--- config.mk ---
export PLATFORM = sky130hd
export DESIGN_NAME = mem_load_resp_queue
export DESIGN_NICKNAME = d
export VERILOG_FILES = /design/src/rtl/mem_load_resp_queue.sv
export SDC_FILE = /design/constraint.sdc
export NUM_CORES = 1
export LEC_CHECK = 0
export ABC_CLOCK_PERIOD_IN_PS = 2900
export BUFFER_PORTS_ARGS = -buffer_cell sky130_fd_sc_hd__buf_2
export CORE_MARGIN = 2
export CORE_UTILIZATION = 50
export CTS_CLUSTER_SIZE = 24
export DETAILED_ROUTE_END_ITERATION = 8
export PLACE_DENSITY = 0.78
export SLEW_MARGIN = 30
export SYNTH_ARGS = -nofsm -noshare
export SYNTH_HDL_FRONTEND = slang
export SYNTH_SLANG_ARGS = --single-unit
export TNS_END_PERCENT = 20
--- constraint.sdc ---
create_clock -name clk -period 2.9 [get_ports clk]
set_input_delay 0.145 -clock clk [delete_from_list [all_inputs] [get_ports clk]]
set_output_delay 0.145 -clock clk [all_outputs]
set_load 0.01 [all_outputs]
--- src/rtl/mem_load_resp_queue.sv ---
// MEM-stage data-sram response queue: tracks in-order outstanding requests, extracts
// load data from each response and buffers results until the MEM stage takes them.
module mem_load_resp_queue #(
  parameter int DEPTH  = 4,
  parameter bit BYPASS = 1'b1
) (
  input  logic        clk,
  input  logic        resetn,
  input  logic        req_issue,
  input  logic [6:0]  req_ld_op,
  input  logic [1:0]  req_pos,
  input  logic        req_gr_we,
  output logic        req_ready,
  input  logic        data_sram_data_ok,
  input  logic [31:0] data_sram_rdata,
  output logic        resp_valid,
  input  logic        resp_ready,
  output logic [31:0] resp_data,
  output logic [3:0]  resp_rf_we,
  output logic        resp_is_store,
  input  logic        flush,
  output logic        busy
);
  localparam int PW = (DEPTH > 1) ? $clog2(DEPTH) : 1;
  localparam int CW = $clog2(DEPTH + 1);

  typedef struct packed {
    logic [6:0] ld_op;
    logic [1:0] pos;
    logic       gr_we;
  } tag_t;

  typedef struct packed {
    logic [31:0] data;
    logic [3:0]  rf_we;
    logic        is_store;
  } res_t;

  tag_t          tag_mem [DEPTH];
  res_t          res_mem [DEPTH];
  logic [PW-1:0] tag_wptr, tag_rptr, res_wptr, res_rptr;
  logic [CW-1:0] pending_cnt, cancel_cnt, res_cnt;
  logic [CW:0]   occupancy;
  logic          tag_accept, dok, res_live, byp, res_push, res_pop;
  tag_t          head_tag;
  res_t          new_res, out_res;

  function automatic logic [PW-1:0] ptr_inc(input logic [PW-1:0] p);
    return (p == PW'(DEPTH - 1)) ? '0 : p + 1'b1;
  endfunction

  // ld_op one-hot order is {lw,lb,lbu,lh,lhu,lwl,lwr}; all-zero means store.
  function automatic res_t extract(input tag_t t, input logic [31:0] w);
    res_t        r;
    logic [7:0]  b;
    logic [15:0] h;
    b          = 8'(w >> {t.pos, 3'b000});
    h          = t.pos[1] ? w[31:16] : w[15:0];
    r.data     = '0;
    r.rf_we    = {4{t.gr_we}};
    r.is_store = 1'b0;
    if (t.ld_op == 7'd0) begin
      r.rf_we    = 4'b0000;
      r.is_store = 1'b1;
    end else if (t.ld_op[6]) r.data = w;
    else if (t.ld_op[5])     r.data = {{24{b[7]}}, b};
    else if (t.ld_op[4])     r.data = {24'd0, b};
    else if (t.ld_op[3])     r.data = {{16{h[15]}}, h};
    else if (t.ld_op[2])     r.data = {16'd0, h};
    else if (t.ld_op[1]) begin
      r.data  = w << {2'd3 - t.pos, 3'b000};
      r.rf_we = {1'b1, t.pos != 2'd0, t.pos[1], t.pos == 2'd3};
    end else begin
      r.data  = w >> {t.pos, 3'b000};
      r.rf_we = {t.pos == 2'd0, ~t.pos[1], t.pos != 2'd3, 1'b1};
    end
    return r;
  endfunction

  // Handshakes: a request is taken on req_issue && req_ready; a result leaves on
  // resp_valid && resp_ready. resp_valid never depends on resp_ready.
  assign occupancy  = {1'b0, pending_cnt} + {1'b0, res_cnt};
  assign req_ready  = !flush && (occupancy < (CW+1)'(DEPTH));
  // A request slipped in during flush is still tracked so its response can be cancelled.
  assign tag_accept = req_issue && (req_ready || (flush && pending_cnt < CW'(DEPTH)));
  assign dok        = data_sram_data_ok && (pending_cnt != '0);
  assign head_tag   = tag_mem[tag_rptr];
  assign new_res    = extract(head_tag, data_sram_rdata);
  assign res_live   = dok && (cancel_cnt == '0) && !flush;
  assign byp        = BYPASS && (res_cnt == '0) && res_live;
  assign resp_valid = !flush && ((res_cnt != '0) || byp);
  assign res_pop    = resp_valid && resp_ready && (res_cnt != '0);
  assign res_push   = res_live && !(byp && resp_ready);
  assign out_res    = (res_cnt != '0) ? res_mem[res_rptr] : new_res;
  assign resp_data     = out_res.data;
  assign resp_rf_we    = out_res.rf_we;
  assign resp_is_store = out_res.is_store;
  assign busy = (pending_cnt != '0) || (cancel_cnt != '0) || (res_cnt != '0);

  always_ff @(posedge clk) begin
    if (tag_accept) tag_mem[tag_wptr] <= '{ld_op: req_ld_op, pos: req_pos, gr_we: req_gr_we};
    if (res_push)   res_mem[res_wptr] <= new_res;
  end

  always_ff @(posedge clk or negedge resetn) begin
    if (!resetn) begin
      tag_wptr    <= '0;
      tag_rptr    <= '0;
      res_wptr    <= '0;
      res_rptr    <= '0;
      pending_cnt <= '0;
      cancel_cnt  <= '0;
      res_cnt     <= '0;
    end else begin
      if (tag_accept) tag_wptr <= ptr_inc(tag_wptr);
      if (dok)        tag_rptr <= ptr_inc(tag_rptr);
      pending_cnt <= pending_cnt + CW'(tag_accept) - CW'(dok);
      if (flush)
        cancel_cnt <= pending_cnt + CW'(tag_accept) - CW'(dok);
      else if (dok && cancel_cnt != '0)
        cancel_cnt <= cancel_cnt - 1'b1;
      if (flush) begin
        res_wptr <= '0;
        res_rptr <= '0;
        res_cnt  <= '0;
      end else begin
        if (res_push) res_wptr <= ptr_inc(res_wptr);
        if (res_pop)  res_rptr <= ptr_inc(res_rptr);
        res_cnt <= res_cnt + CW'(res_push) - CW'(res_pop);
      end
    end
  end

`ifndef SYNTHESIS
  a_no_overflow: assert property (@(posedge clk) disable iff (!resetn)
    !(req_issue && flush && pending_cnt == CW'(DEPTH)));
  a_no_orphan_ok: assert property (@(posedge clk) disable iff (!resetn)
    !(data_sram_data_ok && pending_cnt == '0));
`endif
endmodule

==> results of run 1 <==
cell families after synthesis:
logic type,synth area share [%]
AOI/OAI and AO/OA,12.39
xor gates and xnor gates,0.4095
adders and majority gates,2.480
buffers and inverters,2.924
DFF,56.76
muxes,14.95
and+or+nand+nor,10.09
critical path: cells and delay by family, from the launching register on:
family	cells	cell delay, ns
muxes	1	0.66
AOI/OAI and AO/OA	4	0.90
buffers and inverters	3	0.57
DFF	1	0.40
and+or+nand+nor	1	0.17
power breakdown:
group	internal, mW	switching, mW	total (mW)
Sequential	4.10	0.192	4.29
Combinational	5.08	6.27	11.3
Clock	1.50	1.08	2.59
Total	10.7	7.55	18.2
sequential cells by signal, indices dropped and copies added, names as in the netlist:
register / cells
tag_rptr: 2
pending_cnt: 3
tag_wptr: 2
tag_mem: 40
res_cnt: 3
cancel_cnt: 3
res_rptr: 2
res_wptr: 2
res_mem: 148
through the flow:
stage | std cells | hold WS, ns
2_1_floorplan | 807 | -0.1506
3_3_place_gp | 1196 | 0.08949
3_5_place_dp | 1196 | 0.09245
4_1_cts | 1264 | 0.01012
5_1_grt | 1275 | 0.03406
6_report | 1275 | 0.02302
placed cells by master (no fill, tap or decap), drive strengths merged, types with 12 or more instances in the layout:
cell type    Yosys  layout
nand3           13      13
nand2           58      58
o21ai           40      40
mux4            47      47
buf             32     206
o31ai           17      17
mux2            16      16
a221oi          15      15
ha              18      18
nor2            63      63
dlygate4sd3      0      12
edfxtp         188     188
dfrtp           17      17
a21oi           31      31
mux2i           36      36
nor3            22      22
inv             13      14
nor2b           15      15
clkbuf          29      23
per-layer routing:
metal,routed length [µm],up-vias
li1,-,3543
met1,11260,4080
met2,14740,511
met3,2840,122
met4,1353,0
met5,0,-
cell type report:
class / count / area (µm²) / area share [%]
repair buffers: 218 / 1770 / 12.76
clock buffers: 23 / 533.0 / 3.842
inverters: 13 / 48.80 / 0.3518
clock inverters: 13 / 118.9 / 0.8569
well taps: 275 / 344.1 / 2.480
multi-input cells: 528 / 4981 / 35.91
flip-flops and latches: 205 / 6076 / 43.80
what timing repair did:
action | in CTS | in global routing
setup endpoints to repair | 67 | 119
endpoints found under the hold margin | 58 | 0
gates resized for setup | 97 | 90
buffers inserted | 23 | 13
pin swaps | 22 | 32
hold buffers | 12 | 0
worst paths after layout:
check / to / from / slack, ns / cells past startpoint
worst min-delay path: res_cnt[1] / flush / 0.02 / 2
worst min register to register: cancel_cnt[1] / cancel_cnt[1] / 0.56 / 2
worst max register to register: res_mem[3][9] / tag_rptr[0] / -0.05 / 8
min in group asynchronous: res_cnt[2] / resetn / 0.10 / 2
max in group asynchronous: tag_rptr[0] / resetn / 2.49 / 2
worst max-delay path: resp_data[22] / tag_rptr[0] / -0.45 / 9
==> summary.txt, run 1 <==
Drt
  • 1st-pass router iterations: 8
  • Avg Vias per Cell: 6.475
  • Iter 0 DRT Violations: 892
  • ANT nets after route: 0
  • WL per Instance: 23.68 µm
  • Vias: 8256
  • Final wirelength: 30.19 mm
  • # DRC: 0

Global route
  • GR met3 Demand/Resource: 4.152%
  • GRT busiest layer: met2
  • Antenna violations before repair: 0
  • GRT Util Overall: 26.20%
  • Global route overflow: 0
  • Met1 Track Usage GR: 34.52%
  • Vias in the first global route: 8153
  • Met2 Resource Use GR: 43.61%
  • First-pass GRT wire length: 45.14 mm
  • Largest net degree at the start of global routing: 43

Synthesis
  • Yosys cell types: 60
  • Most common cell in the netlist: edfxtp_1
  • Yosys warning count: 0
  • Ranking of synthesized cells by area: edfxtp_1 (53%), mux4_2 (9.9%), dfrtp_1 (4.0%)
  • Post-synth EDFFs: 188
  • Yosys top cell area share: 52.78%
  • Cell taking the most area after synthesis: edfxtp_1
  • Register area share after synthesis: 56.76%
  • Async set or reset register ratio after synthesis: 8.293%
  • #FFs+latches synth: 205
  • Mapped Avg Cell Area: 13.25 µm²
  • Most used DFF post-synth: edfxtp_1
  • Syn Nets: 875
  • Top cells by count, synth: edfxtp_1 (188), nor2_1 (62), nand2_1 (58), mux4_2 (47), o21ai_0 (39)
  • Cells after Synth: 807
  • Syn Std Cell Area: 0.01070 mm²

Power and ir drop
  • Total chip power: 18.23 mW
  • P per Cell Area: 1314 mW/mm²
  • Pleak: 5.058 nW
  • Maximum vdd ir drop: 1270 µV

CTS
  • CTS tree: yes
  • # clock sinks: 205
  • CTS Buf Count: 21
  • Root buffer cell: clkbuf_16
  • Clock buffer depth: 3
  • Clock transition at path regs: 0.06 ns
  • CTS H-tree depth: 1
  • Clk Latency, worst-skew pair: 0.50 ns

Finish
  • Util after Layout: 65.99%
  • Layout area overhead: 29.69%
  • Nets: 1055
  • Filler cells: 1442
  • ANT cells: 0
  • Fraction of layout cells with a size suffix above 1: 43.30%
  • Final Cell Area: 0.01387 mm²

Place
  • Dpl cell area: 0.01208 mm²
  • Post-DP HPWL: 19.54 mm
  • Port buffer count: 87
  • RePlAce Congestion: 0.9293
  • Placement Setup Slack: -0.1945 ns

STA
  • Worst Tran Pin Value: 0.6792 ns
  • Unrepaired setup endpoints after global routing: yes
  • Hold Vio Cnt, Final: 0
  • Tcrit/Tclk final: 115.6%
  • Final worst path period need: 3.351 ns
  • Finish-stage setup viols: 50
  • Pins Over Slew Limit: 0
  • Worst slew margin relative to its limit: 54.72%
  • Fin worst setup slack: -0.4513 ns
  • Fmax: 298.4 MHz
  • Worst Skew: 0.009496 ns
  • Setup_tns: -12.31 ns

Critical path
  • Startpoint types: flop
  • Crit Path Max Fanout: 18
  • Worst-path cell chain: buf_6 > mux4_2 > buf_12 > nand2b_1 > a221o_1 > o311a_1 > o22ai_4 > o31ai_4 > buf_2
  • Worst setup EP type: output port
  • CP max-delay cell: mux4_2
  • CP max stage delay: 0.66 ns
  • Critical path class: reg2out
  • CP arrival: 3.21 ns
  • Data required time of the critical path: 2.76 ns

Run
  • Max cap viols: 0

Floorplan
  • I/O pins: 88
  • Starting Density: 50.88%
  • Die height: 150.3 µm
  • Die Width: 150.3 µm
  • Die ar.: 0.02258 mm²
  • Core ar.: 0.02102 mm²
  • # rows: 53

Hold path
  • Worst hold path class: in2reg

Status
  • Failing checks: setup timing
  • Status: finished with violations
Power figures use the tool's default switching activity.
==> run 2: changes to the inputs <==
--- a/config.mk
+++ b/config.mk
@@ -7,6 +7,7 @@
 export LEC_CHECK = 0
 export ABC_CLOCK_PERIOD_IN_PS = 2900
 export BUFFER_PORTS_ARGS = -buffer_cell sky130_fd_sc_hd__buf_2
+export CORE_ASPECT_RATIO = 1.4
 export CORE_MARGIN = 2
 export CORE_UTILIZATION = 50
 export CTS_CLUSTER_SIZE = 24
==> constraint.sdc (replaced) <==
create_clock -name clk -period 2.9 [get_ports clk]
set_input_delay 0.58 -clock clk [delete_from_list [all_inputs] [get_ports clk]]
set_output_delay 0.58 -clock clk [all_outputs]
set_load 0.01 [all_outputs]
==> run 2 against run 1 <==
Against the previous run:
- count of clock-buffer cells in the layout grew 1
- die area about the same
- worst hold slack worse by 0.021 ns
- power rose by 7.8%
- first-iteration DRC count rose by 20%
- sequential cell count is the same
- sequential power barely moved
- combinational power increased by 12%
- register-to-register slack hardly changed
- the flow still finishes with violations (setup timing)
- global-route usage rose by 1.1 points
- critical endpoint unchanged
- utilization is 2.5 points higher
==> summary.txt, run 2 (synthesized netlist as in run 1, its figures left out) <==
Finish
  • Biggest regs: res_mem: 148 flops, tag_mem: 40 flops
  • Final Cell Area: 0.01446 mm² (+4.2%)
  • ANT cells: 0 (unchanged)
  • Nets: 1109 (+5.1%)
  • Biggest register: res_mem
  • Layout area overhead: 35.17%
  • Fraction of layout cells with a size suffix above 1: 49.00% (+5.7 points)
  • Reg area: 0.006075 mm² (about the same)
  • Final non-filler cell total: 1315 (+3.1%)
  • Commonest non-fill, non-tap cell in the layout: edfxtp_1
  • Most frequent cells in the layout: edfxtp_1 (188), buf_4 (143), buf_2 (85), nor2_1 (51), nand2_1 (51)
  • Filler cells: 1356 (-6.0%)
  • Util after Layout: 68.44% (+2.5 points)
  • Multi-input logic area: 0.005192 mm² (+4.2%)
  • Number of flip-flops in the largest register: 148 (unchanged)

STA
  • Unrepaired setup endpoints after global routing: yes
  • Fmax: 261.8 MHz (-12%)
  • Worst slew margin relative to its limit: 60.92% (+6.2 points)
  • Final worst path period need: 3.819 ns (+0.4680 ns)
  • Tcrit/Tclk final: 131.7% (+16 points)
  • Pins Over Slew Limit: 0 (unchanged)
  • Worst Skew: 0.01569 ns (+0.006195 ns)
  • Fin worst setup slack: -0.9192 ns (-0.4680 ns)
  • Finish-stage setup viols: 51 (+2.0%)
  • Worst Tran Pin Value: 0.5862 ns (-0.09292 ns)
  • Hold Vio Cnt, Final: 0 (unchanged)

Power and ir drop
  • Net switching power: 8.192 mW (+8.6%)
  • Switching share of power: 41.69% (+0.30 points)
  • Clk pwr share: 13.7% (-0.5 points)
  • Power Internal: 11.46 mW (+7.2%)
  • Maximum vdd ir drop: 1008 µV (-21%)
  • Pleak: 5.385 nW (+6.5%)
  • Logic pwr share: 64.6% (+2.3 points)
  • Total chip power: 19.65 mW (+7.8%)
  • P per Cell Area: 1359 mW/mm² (+3.4%)
  • Sequential power share: 21.7% (-1.9 points)

Critical path
  • CP max-delay cell: mux4_2
  • Reg2Reg Depth: 12 (+4)
  • Crit Path Max Fanout: 12 (-6)
  • Worst setup EP type: output port
  • Critical path class: reg2out
  • Data required time of the critical path: 2.32 ns (-0.44 ns)
  • Startpoint types: flop
  • Worst-path cell chain: buf_6 > mux4_2 > buf_8 > nor2b_1 > o21a_1 > o311a_1 > o22ai_2 > o31ai_4 > buf_2
  • CP max stage delay: 0.66 ns (about the same)
  • CP arrival: 3.24 ns (+0.03 ns)

Floorplan
  • Die height: 177.1 µm (+18%)
  • I/O pins: 88 (unchanged)
  • # rows: 63 (+19%)
  • Starting Density: 50.63% (-0.25 points)
  • Die ar.: 0.02260 mm² (about the same)
  • Core ar.: 0.02113 mm² (+0.49%)
  • Die Width: 127.6 µm (-15%)

CTS
  • CTS Buf Count: 20 (-4.8%)
  • # clock sinks: 205 (unchanged)
  • Clk Latency, worst-skew pair: 0.50 ns (about the same)
  • CTS tree: yes
  • CTS H-tree depth: 1 (unchanged)
  • Clock buffer depth: 3 (unchanged)
  • Cts hold-fix bufs: 0 (-12)
  • Root buffer cell: clkbuf_16
  • Clock transition at path regs: 0.06 ns (about the same)

Place
  • Number of instances in the placed design: 1255 (+4.9%)
  • RePlAce Congestion: 0.9686 (+4.2%)
  • Post-DP HPWL: 20.10 mm (+2.9%)
  • Port buffer count: 87 (unchanged)
  • Dpl cell area: 0.01262 mm² (+4.5%)

Global route
  • Antenna violations before repair: 2 (+2)
  • Largest net degree at the start of global routing: 41 (-4.7%)
  • Vias in the first global route: 8663 (+6.3%)
  • Global route overflow: 0 (unchanged)
  • GRT Util Overall: 27.31% (+1.1 points)
  • First-pass GRT wire length: 47.35 mm (+4.9%)

Status
  • Status: finished with violations
  • Failing checks: setup timing

Drt
  • Vias: 8679 (+5.1%)
  • Final wirelength: 33.47 mm (+11%)
  • Uppermost layer routed: met5
  • WL per Instance: 25.45 µm (+7.5%)
  • 1st-pass router iterations: 8 (unchanged)
  • Avg Vias per Cell: 6.600 (+1.9%)
  • ANT nets after route: 0 (unchanged)
  • Met1 WL: 11.46 mm (+1.7%)
  • Met3 WL: 2.962 mm (+4.3%)
  • # DRC: 0 (unchanged)
  • Met2 routed WL: 16.85 mm (+14%)
  • Iter 0 DRT Violations: 1070 (+20%)

Run
  • Max cap viols: 0 (unchanged)

Hold path
  • Worst hold path class: in2async
==> run 2: layout make-up <==
class | instances | area share, %
clock buffers | 24 | 3.712
clock inverters | 12 | 0.9865
inverters | 13 | 0.3375
multi-input cells | 529 | 35.91
flip-flops and latches | 205 | 42.01
well taps | 260 | 2.250
repair buffers | 272 | 14.79
==> run 2: final timing paths <==
path	startpoint	endpoint	slack (ns)
worst max-delay path	tag_rptr[0]	resp_data[22]	-0.92
worst min-delay path	resetn	res_cnt[2]	0.002
worst max register to register	pending_cnt[2]	cancel_cnt[2]	-0.06
worst min register to register	res_wptr[1]	res_wptr[1]	0.59
max in group asynchronous	resetn	tag_rptr[0]	2.58
min in group clk	req_ld_op[6]	tag_mem[3][9]	0.29
==> run 2: per-stage QoR <==
| step | hold WS, ns | worst slack [ns] | setup TNS (ns) |
|---|---|---|---|
| 6_report | 0.001665 | -0.9192 | -29.25 |
| 5_1_grt | 0.02766 | -0.9778 | -34.73 |
| 4_1_cts | 0.0004728 | -0.8063 | -26.92 |
| 3_5_place_dp | 0.5261 | -0.5295 | -16.15 |
| 3_3_place_gp | 0.5298 | -0.5314 | -15.03 |
| 2_1_floorplan | 0.2844 | -0.2085 | -9.385 |
==> run 2: timing repair <==
action	CTS	global route
buffers inserted	15	9
pin swaps	17	29
setup endpoints to repair	92	125
gates resized for setup	95	107
cloned	1	2
endpoints found under the hold margin	0	0
==> run 2: worst max-delay path: cells and delay by family (launching register included) <==
kind,cells,cell delay (ns)
mux,1,0.66
simple gates,1,0.31
flops,1,0.42
buf+inv,3,0.55
compound gates,4,0.80
==> run 2: power by group through the flow <==
stage	sequential [mW]	combinational [mW]	clock, mW
CTS	4.25	11.1	2.72
finish	4.26	12.7	2.69
floorplan	4.24	5.73	0
global placement	4.28	9.72	0
global route	4.28	13.3	2.83
detailed placement	4.29	9.90	0
==> run 2: routing by layer <==
layer | track usage, % | vias to the layer above
met1 | 32.52 | 4226
met4 | 13.92 | 2
li1 | - | 3651
met2 | 47.95 | 586
met3 | 4.141 | 214
met5 | 0 | -
==> run 3: changes to the inputs <==
--- a/config.mk
+++ b/config.mk
@@ -13,6 +13,7 @@
 export CTS_CLUSTER_SIZE = 24
 export DETAILED_ROUTE_END_ITERATION = 8
 export PLACE_DENSITY = 0.78
+export SKIP_LAST_GASP = 1
 export SLEW_MARGIN = 30
 export SYNTH_ARGS = -nofsm -noshare
 export SYNTH_HDL_FRONTEND = slang
==> run 3 against run 2 <==
Against the previous run:
- the flow finishes with violations (hold timing, setup timing)
- count of clock-buffer cells in the layout did not move
- sequential share of layout area rose by 0.50 points
- routed wire length fell by 4.0%
- combinational power fell by 3%
- critical path type unchanged
- highest routed layer unchanged
==> summary.txt, run 3 (synthesized netlist as in run 1, its figures left out) <==
STA
  • Setup_tns: -34.43 ns (-5.180 ns)
  • Final worst path period need: 3.825 ns (+0.005362 ns)
  • Fin worst setup slack: -0.9246 ns (-0.005362 ns)
  • Finish-stage setup viols: 96 (+88%)
  • Worst Skew: 0.01594 ns (+0.0002459 ns)
  • Pins Over Slew Limit: 0 (unchanged)
  • Tcrit/Tclk final: 131.9% (+0.18 points)
  • Worst Tran Pin Value: 0.7498 ns (+0.1636 ns)
  • Unrepaired setup endpoints after global routing: yes
  • Hold Vio Cnt, Final: 2 (+2)
  • Final hold slack: -0.001050 ns (-0.002715 ns)
  • Worst slew margin relative to its limit: 49.86% (-11 points)
  • Fmax: 261.5 MHz (-0.14%)

Drt
  • Avg Vias per Cell: 6.465 (-2.0%)
  • Iter 0 DRT Violations: 907 (-15%)
  • Final wirelength: 32.13 mm (-4.0%)
  • # DRC: 0 (unchanged)
  • WL per Instance: 24.23 µm (-4.8%)
  • ANT nets after route: 0 (unchanged)
  • 1st-pass router iterations: 7 (-1)
  • Vias: 8573 (-1.2%)

Critical path
  • Worst setup EP type: output port
  • Data required time of the critical path: 2.32 ns (about the same)
  • Critical path class: reg2out
  • CP max-delay cell: mux4_2
  • Crit path buffers/inverters: 3 (unchanged)
  • Worst-path cell chain: buf_6 > mux4_2 > buf_8 > mux2i_2 > o21ai_0 > a21oi_1 > a211oi_4 > a22o_1 > buf_2
  • CP arrival: 3.24 ns (about the same)
  • Startpoint types: flop
  • CP max stage delay: 0.67 ns (about the same)
  • CP top delay family: multiplexers
  • Crit Path Max Fanout: 6 (-6)

Floorplan
  • Die ar.: 0.02260 mm² (unchanged)
  • Die Width: 127.6 µm (unchanged)
  • Starting Density: 50.63% (unchanged)
  • # rows: 63 (unchanged)
  • I/O pins: 88 (unchanged)
  • Die height: 177.1 µm (unchanged)
  • Core ar.: 0.02113 mm² (unchanged)

CTS
  • Root buffer cell: clkbuf_16
  • CTS tree: yes
  • # clock sinks: 205 (unchanged)
  • Cts hold-fix bufs: 0 (unchanged)
  • Clk Latency, worst-skew pair: 0.51 ns (about the same)
  • Clock buffer depth: 3 (unchanged)
  • CTS H-tree depth: 1 (unchanged)
  • CTS Buf Count: 20 (unchanged)
  • Clock transition at path regs: 0.07 ns (about the same)

Finish
  • Most frequent cells in the layout: edfxtp_1 (188), buf_4 (153), buf_2 (85), nor2_1 (58), nand2_1 (51)
  • Multi-input logic area: 0.004955 mm² (-4.6%)
  • Commonest non-fill, non-tap cell in the layout: edfxtp_1
  • Filler cells: 1432 (+5.6%)
  • Nets: 1118 (+0.81%)
  • Reg area: 0.006075 mm² (unchanged)
  • Biggest regs: res_mem: 148 flops, tag_mem: 40 flops
  • Number of flip-flops in the largest register: 148 (unchanged)
  • Util after Layout: 67.64% (-0.80 points)
  • Fraction of layout cells with a size suffix above 1: 45.86% (-3.1 points)
  • Biggest register: res_mem
  • Final Cell Area: 0.01429 mm² (-1.2%)
  • Layout area overhead: 33.59%

Hold path
  • Worst hold path class: in2async

Global route
  • Largest net degree at the start of global routing: 41 (unchanged)
  • First-pass GRT wire length: 46.64 mm (-1.5%)
  • GRT Util Overall: 26.82% (-0.48 points)
  • Antenna violations before repair: 3 (+1)
  • Vias in the first global route: 8543 (-1.4%)
  • Global route overflow: 0 (unchanged)

Power and ir drop
  • Total chip power: 19.22 mW (-2.2%)
  • P per Cell Area: 1345 mW/mm² (-1.0%)
  • Maximum vdd ir drop: 1001 µV (-0.71%)
  • Pleak: 5.391 nW (+0.11%)

Place
  • Port buffer count: 87 (unchanged)
  • RePlAce Congestion: 0.9686 (unchanged)
  • Dpl cell area: 0.01262 mm² (unchanged)
  • Post-DP HPWL: 20.10 mm (unchanged)

Run
  • Max cap viols: 0 (unchanged)

Status
  • Status: finished with violations
  • Failing checks: hold timing, setup timing
==> run 3: cell types whose count changed in the layout (fill, tap and decap cells not counted), sizes merged <==
cell    previous run  this run
buf              271       279
diode              0         2
clkbuf            25        26
==> run 3: layout make-up <==
type	count	area share, %
timing repair buffer	281	15.41
clock buffer	24	3.756
antenna	2	0.03502
inverter	13	0.3415
clock inverter	12	0.9982
multi-input combinational	529	34.67
sequential	205	42.51
tap	260	2.277
==> run 3: path summary, 6_finish.rpt <==
| kind | from | end | slack, ns | cells past startpoint |
|---|---|---|---|---|
| worst max register to register | tag_rptr[0] | res_mem[1][9] | -0.32 | 8 |
| max in group asynchronous | resetn | tag_rptr[0] | 2.58 | 1 |
| worst min-delay path | resetn | res_cnt[2] | -0.001 | 1 |
| worst max-delay path | tag_rptr[0] | resp_data[30] | -0.92 | 9 |
| min in group clk | req_ld_op[6] | tag_mem[3][9] | 0.29 | 1 |
| worst min register to register | pending_cnt[0] | pending_cnt[0] | 0.58 | 1 |
==> run 3: metrics by stage <==
stage | setup WS [ns] | std cells
2_1_floorplan | -0.2085 | 807
3_3_place_gp | -0.5314 | 1255
3_5_place_dp | -0.5295 | 1255
4_1_cts | -0.8109 | 1306
5_1_grt | -0.9770 | 1326
6_report | -0.9246 | 1326
==> run 3: layer usage <==
metal | vias to the layer above | wire length (µm) | global-route usage [%]
met5 | - | 8 | 0
met4 | 2 | 1955 | 13.28
met3 | 161 | 2361 | 3.869
met2 | 518 | 16600 | 47.39
met1 | 4218 | 11200 | 31.98
li1 | 3674 | - | -
==> run 3: what timing repair did <==
action	in CTS	in global routing
gates cloned	1	2
pin swaps	12	42
setup buffers	15	19
resized for setup	73	81
endpoints found under the setup margin	92	141
==> run 3: report_power, final <==
| part | internal (mW) | switching, mW |
|---|---|---|
| Combinational | 5.67 | 6.60 |
| Clock | 1.60 | 1.09 |
| Sequential | 4.10 | 0.156 |
